`config.mk`:
```
export PLATFORM = sky130hd
export DESIGN_NAME = instr_encoder_loader
export DESIGN_NICKNAME = d
export VERILOG_FILES = /design/src/rtl/instr_encoder_loader.sv
export SDC_FILE = /design/constraint.sdc
export NUM_CORES = 1
export LEC_CHECK = 0
export BUFFER_PORTS_ARGS = -buffer_cell sky130_fd_sc_hd__clkbuf_2
export CORE_MARGIN = 10
export CORE_UTILIZATION = 51
export DETAILED_ROUTE_END_ITERATION = 12
export GPL_TIMING_DRIVEN = 1
export PLACE_DENSITY = 0.93
export SLEW_MARGIN = 25
export SYNTH_ARGS = -nofsm -noshare
export SYNTH_HDL_FRONTEND = slang
export SYNTH_SLANG_ARGS = --single-unit
export TNS_END_PERCENT = 10
```
`constraint.sdc`:
```
create_clock -name clk -period 3.1 [get_ports clk]
set_clock_uncertainty 0.15 [all_clocks]
set_input_delay 0.155 -clock clk [delete_from_list [all_inputs] [get_ports clk]]
set_output_delay 0.155 -clock clk [all_outputs]
set_load 0.005 [all_outputs]
```
`src/rtl/instr_encoder_loader.sv`:
```
// instr_encoder_loader: packs decoded instruction fields into MIPS words and writes them to imem
module instr_encoder_loader #(
   parameter int ADDR_W = 6
) (
   input  logic              clk,
   input  logic              rst,
   input  logic              start,
   input  logic              in_valid,
   output logic              in_ready,
   input  logic [2:0]        in_op,
   input  logic [4:0]        in_rs,
   input  logic [4:0]        in_rt,
   input  logic [4:0]        in_rd,
   input  logic [4:0]        in_shamt,
   input  logic [5:0]        in_funct,
   input  logic [15:0]       in_imm,
   input  logic [25:0]       in_target,
   input  logic              in_last,
   output logic              imem_we,
   output logic [ADDR_W-1:0] imem_addr,
   output logic [31:0]       imem_wdata,
   output logic              busy,
   output logic              done,
   output logic              err,
   output logic [ADDR_W:0]   count
);
   typedef enum logic [1:0] {IDLE, ACCEPT, WRITE, DONE} state_t;
   state_t state_q, state_d;
   logic [ADDR_W-1:0] wr_ptr_q, wr_ptr_d, addr_q, addr_d;
   logic [ADDR_W:0]   count_q, count_d;
   logic [31:0]       wdata_q, wdata_d, enc;
   logic [5:0]        opc;
   logic              last_q, last_d, err_q, err_d, legal;
   logic              ready_q, we_q, busy_q, done_q;
   // encode the presented fields; only opcodes the main decoder knows are legal
   always_comb begin
      legal = in_op <= 3'd5;
      opc   = in_op == 3'd1 ? 6'h23 : in_op == 3'd2 ? 6'h2b : in_op == 3'd3 ? 6'h04 : 6'h08;
      enc   = in_op == 3'd0 ? {6'h00, in_rs, in_rt, in_rd, in_shamt, in_funct} :
              in_op == 3'd5 ? {6'h02, in_target} : {opc, in_rs, in_rt, in_imm};
   end
   // next state: one word accepted, then written on the following cycle
   always_comb begin
      state_d  = state_q;
      wr_ptr_d = wr_ptr_q;
      count_d  = count_q;
      addr_d   = addr_q;
      wdata_d  = wdata_q;
      last_d   = last_q;
      err_d    = err_q;
      case (state_q)
         IDLE: if (start) begin
            state_d  = ACCEPT;
            wr_ptr_d = '0;
            count_d  = '0;
            err_d    = 1'b0;
         end
         ACCEPT: if (in_valid && ready_q) begin
            if (legal) begin
               state_d = WRITE;
               addr_d  = wr_ptr_q;
               wdata_d = enc;
               last_d  = in_last;
            end else begin
               state_d = DONE;
               err_d   = 1'b1;
            end
         end
         WRITE: begin
            wr_ptr_d = wr_ptr_q + ADDR_W'(1);
            count_d  = count_q + (ADDR_W + 1)'(1);
            state_d  = (last_q || wr_ptr_d == '0) ? DONE : ACCEPT;
            err_d    = err_q || (!last_q && wr_ptr_d == '0);
         end
         default: state_d = IDLE;
      endcase
   end
   // state and registered outputs, outputs decoded from the next state
   always_ff @(posedge clk) begin
      if (rst) begin
         state_q  <= IDLE;
         wr_ptr_q <= '0;
         count_q  <= '0;
         addr_q   <= '0;
         wdata_q  <= '0;
         last_q   <= 1'b0;
         err_q    <= 1'b0;
         ready_q  <= 1'b0;
         we_q     <= 1'b0;
         busy_q   <= 1'b0;
         done_q   <= 1'b0;
      end else begin
         state_q  <= state_d;
         wr_ptr_q <= wr_ptr_d;
         count_q  <= count_d;
         addr_q   <= addr_d;
         wdata_q  <= wdata_d;
         last_q   <= last_d;
         err_q    <= err_d;
         ready_q  <= state_d == ACCEPT;
         we_q     <= state_d == WRITE;
         busy_q   <= state_d != IDLE;
         done_q   <= state_d == DONE;
      end
   end
   assign in_ready   = ready_q;
   assign imem_we    = we_q;
   assign imem_addr  = addr_q;
   assign imem_wdata = wdata_q;
   assign busy       = busy_q;
   assign done       = done_q;
   assign err        = err_q;
   assign count      = count_q;
endmodule
```
# == After elaboration in Yosys (flattened, before gate mapping) ==
# Cells that the tools add are included.
# classes
n_mux,18
eq_ne,12
order_cmp,1
reduce_logical,14
n_addsub,2
# op_table
cell,n
$mux 32,2
$mux 6,3
$pmux 7 s2,1
$pmux 6 s2,1
$add 7x1->7 const B,1
$mux 7,1
$add 6x1->6 const B,1
$eq 2x2->1 const B,3
$eq 3x2->1 const B,2
$logic_not 6->1,1
$mux 2,3
$ne 2x2->1 const B,3
$pmux 2 s3,1
$eq 2x1->1 const B,2
$mux 1,4
$mux 4,1
$reduce_and 4->1,1
$reduce_bool 2->1,2
$eq 3x1->1 const B,1
$eq 3x3->1 const B,1
$le 3x3->1 const B,1
$logic_not 3->1,1
$pmux 1 s3,1
$reduce_and 3->1,1
6 further kinds,8
# word_totals
inputBits,76
ff_bits,59
elab_cells,58

# == Logic depth before layout (Yosys ltp) ==
# depth
word_depth,6
depth_mapped,8
mapped_depth_nobuf,6

# == Least setup slack after synthesis ==
# Ideal clock, no wire load.
# synth_path
kind,register to register
start,register state_q[0]
end,"register count_q[5], in the netlist count[5]"
required_ns,2.817
setup_ns,0.133
stages_incl_launch_ff,9
t_arrival_ns,1.611
path_slack_ns,1.206
n_path_buf,2
period_less_slack_ns,1.894
cell_sequence,dfxtp_1 inv_1 ha_1 buf_2 mux2i_1 clkbuf_1 nor3_1 xnor2_1 nor2_1
# synth_between
elab_chain_cells,3
elab_cells_between_ends,6
# synth_rtl
element,line_no,text
"start, declared",28,"state_t state_q, state_d;"
"start signal, assigned",93,state_q <= state_d;
$eq 2x2->1 / $logic_not 2->1 (equally long branches),51,case (state_q)
$reduce_bool 2->1 (no line) / $ne 2x2->1 (equally long branches),n/a,
$reduce_and 2->1 (no line),n/a,
"end signal, assigned",95,count_q <= count_d;
"end, declared",30,"logic [ADDR_W:0] count_q, count_d;"
# Parallel ways exist; a longest one is shown, timed or not.
# A chain may end at the register's enable or synchronous reset.

# == Worst setup path after layout ==
# layout_path
start,register state_q[1]
end,"register wdata_q[15], in the netlist imem_wdata[15]"
# layout_between
elab_chain_cells,2
# layout_rtl
element,line_no,text
$eq 2x1->1,51,
$reduce_and 3->1 (no line),n/a,
"end signal, assigned",97,wdata_q <= wdata_d;
"end, declared",31,"logic [31:0] wdata_q, wdata_d, enc;"
# Every way passes these cells.

==> out/summary.txt <==
Status: complete, but fails checks
Violated checks: negative hold slack
Slowest cell on the critical path: a21o_2
Vias per cell: 5.48
Syn Nets: 393
Crit Path Max Fanout: 43
Clk root buf: clkbuf_8
ANT cells: 0
Hold Path Sink: imem_wdata[23]$_SDFFE_PP0P_
Drc violations: 0
Initial antenna violation count: 0
CTS tree: yes
Placer Congestion: 0.864
Num CTS Buffers: 9
Largest stage delay on the critical path: 0.75 ns
MaxCap Viol Count: 0
Reg clk slew, reported paths: 0.06 ns
Detailed placement HPWL: 6.38 mm
Post-synth ARST share: 0%
CTS Buffer Depth: 2
Total power: 1.62 mW
Measured slew at the worst slew-check pin: 0.947 ns
Die area: 9160 um^2
RSZ-0062 raised after global routing: no
Slew Limit Fails: 0
Cell variety after synth: 48
WHS: -0.000885 ns
Worst hold path class: in2reg
Area Growth Syn to Fin: 29.1%
Worst vdd ir: 0.000280 V
Hold path startpoint: in_rs[2]
Total routed wirelength: 8.32 mm
Vias: 2783
Arrival time at the worst endpoint: 2.32 ns
Worst R2R Start: state_q[1]$_SDFF_PP0_
Type of the worst setup path: reg2reg
Reg-to-reg slack, setup: 0.85 ns
Hold depth: 3
Clk_lat worst skew: 0.33 ns
Final Net Count: 514
Setup crit start kind: flip-flop
Vias in the first global route: 2750
Leak: 1.75 nW
Kind of end point of the critical path: flip-flop
PortBufs: 124
Reg2Reg Capture Point: imem_wdata[15]$_SDFFE_PP0P_
Worst slew margin: 36.9%
Top_reg_cell synth: dfxtp_1
Chip Width: 95.7 um
Final Hold Vio Count: 1
Fillers: 438
GRT Total Usage: 17.7%
Min cycle time layout: 2.25 ns
Clk sinks: 57
Mapped Cells: 310
Yosys warns: 0
R2R cell count: 6
Initial Utilization: 52.8%
Power Dens Cells: 429 nW/um^2
Crit-path cells: inv_1 -> ha_1 -> nand3_2 -> a21o_2 -> a2111oi_2 -> a31o_1
DRT Pass-1 Iters: 4
Period utilization: 72.5%
First-pass GRT wire length: 13.2 mm
Number of cell rows: 27
Wire per inst: 16.4 um
Flops & latches, synth: 57
Antenna-violating nets left: 0
Synth Cell Area: 2920 um^2
Seq/Total Area, Yosys: 39.0%
Number of flops mapped to enable cells by yosys: 0
Largest net degree at the start of global routing: 44
Die Ht: 95.7 um
Final setup violation count: 0
Setup TNS: 0 ns
Layout cells sized above 1: 38.1%
I/O pin count: 126
H-Tree Depth: 3
Postcts setup bufs: 0
Max Clk Rate: 0.445 GHz
Core ar.: 5540 um^2
Grt ovf: 0
DRT iter0 DRCs: 129
Avg Inst Size Synth: 9.43 um^2
Critical Path RT: 3.17 ns
per-layer routing:
layer  up-vias  GRT usage [%]  share of wire (%)
met5         -              0                  0
met4         0           6.88                1.8
met3        11           5.84                 10
met2        99           31.9                 48
met1      1300           18.8                 40
li1       1373              -                  -
registers in the layout, summed over array words and instances, names as in the netlist:
signal      count
done            1
busy            1
imem_addr       6
last_q          1
wr_ptr_q        6
imem_we         1
count           7
err             1
imem_wdata     30
state_q         2
in_ready        1
placed cells by master (no fill, tap or decap), types with 7 or more instances in the layout:
cell type / n
nor2_1: 44
a211oi_1: 12
a21oi_1: 13
clkbuf_8: 13
mux2i_1: 31
a31o_1: 16
nand2_1: 22
o21ai_0: 8
dlygate4sd3_1: 7
ha_1: 7
dfxtp_1: 57
a2111oi_2: 16
clkbuf_2: 124
kinds of logic after synthesis:
logic type,count (synthesis),synth area share [%]
AO/OA/AOI/OAI,81,24.0
XOR/XNOR,6,1.80
AND/OR/NAND/NOR,97,15.4
other,1,0.128
buffers and inverters,30,5.99
adder cells (fa/ha/maj),7,3.00
multiplexers,31,10.6
flip-flops,57,39.0
worst max path at each step:
stage                                from                          end  slack (ns)  depth (start not counted)
floorplan           state_q[0]$_SDFF_PP0_        count[5]$_SDFFE_PP0P_        1.21                          8
global placement                 in_op[1]   imem_wdata[4]$_SDFFE_PP0P_        0.96                          5
detailed placement  state_q[1]$_SDFF_PP0_  imem_wdata[15]$_SDFFE_PP0P_        0.87                          6
CTS                 state_q[1]$_SDFF_PP0_  imem_wdata[15]$_SDFFE_PP0P_        0.86                          6
global route        state_q[1]$_SDFF_PP0_  imem_wdata[13]$_SDFFE_PP0P_        0.70                          6
finish              state_q[1]$_SDFF_PP0_  imem_wdata[15]$_SDFFE_PP0P_        0.85                          6
through the flow:
stage	instances	utilization (%)	setup WS [ns]	hold slack, ns	cell area (um^2)
final	508	68.2	0.854	-0.000885	3780
after global placement	485	63.4	0.956	0.248	3510
after detailed placement	485	63.4	0.867	0.253	3510
after global routing	508	68.2	0.699	0.00948	3780
after CTS	508	68.1	0.861	0.000789	3770
after floorplan	310	-	1.21	0.141	2920
worst max-delay path: cells and delay by family, from the launching register on:
family                     cells  cell delay, ns
AOI/OAI and AO/OA              3            1.08
adders and majority gates      1            0.26
buffers and inverters          1            0.09
DFF                            1            0.40
and+or+nand+nor                1            0.15
where the power goes:
group	leakage [nW]	switching, mW	internal, mW	total, mW
combinational	1.19	0.112	0.0972	0.209
sequential	0.460	0.0117	0.748	0.760
clock	0.102	0.276	0.375	0.651
final cells by class:
| type | instances | area [um^2] | area share, % |
|---|---|---|---|
| Inverter | 4 | 15.0 | 0.398 |
| Multi-Input combinational cell | 223 | 1610 | 42.6 |
| Clock inverter | 2 | 10.0 | 0.265 |
| Tap cell | 72 | 90.1 | 2.39 |
| Timing Repair Buffer | 136 | 728 | 19.3 |
| Sequential cell | 57 | 1140 | 30.2 |
| Clock buffer | 14 | 183 | 4.84 |
synthesized netlist by cell type (all sizes together), types with 4 or more instances:
library cell	instances	area, um^2
a21oi	14	73.8
nand3	6	35.0
ha	7	87.6
buf	18	130
a2111oi	17	249
dfxtp	57	1140
nor2	44	165
a31o	16	140
nand2	22	82.6
a211oi	12	90.1
mux2i	31	310
nor3	4	20.0
clkbuf	8	30.0
o21ai	8	40.0
xnor2	4	35.0
nor2b	4	25.0
what timing repair did:
item	CTS	global route
hold endpoints to repair	5	0
gates resized for setup	0	0
hold buffers	7	0
(Power assumes the default switching activity.)
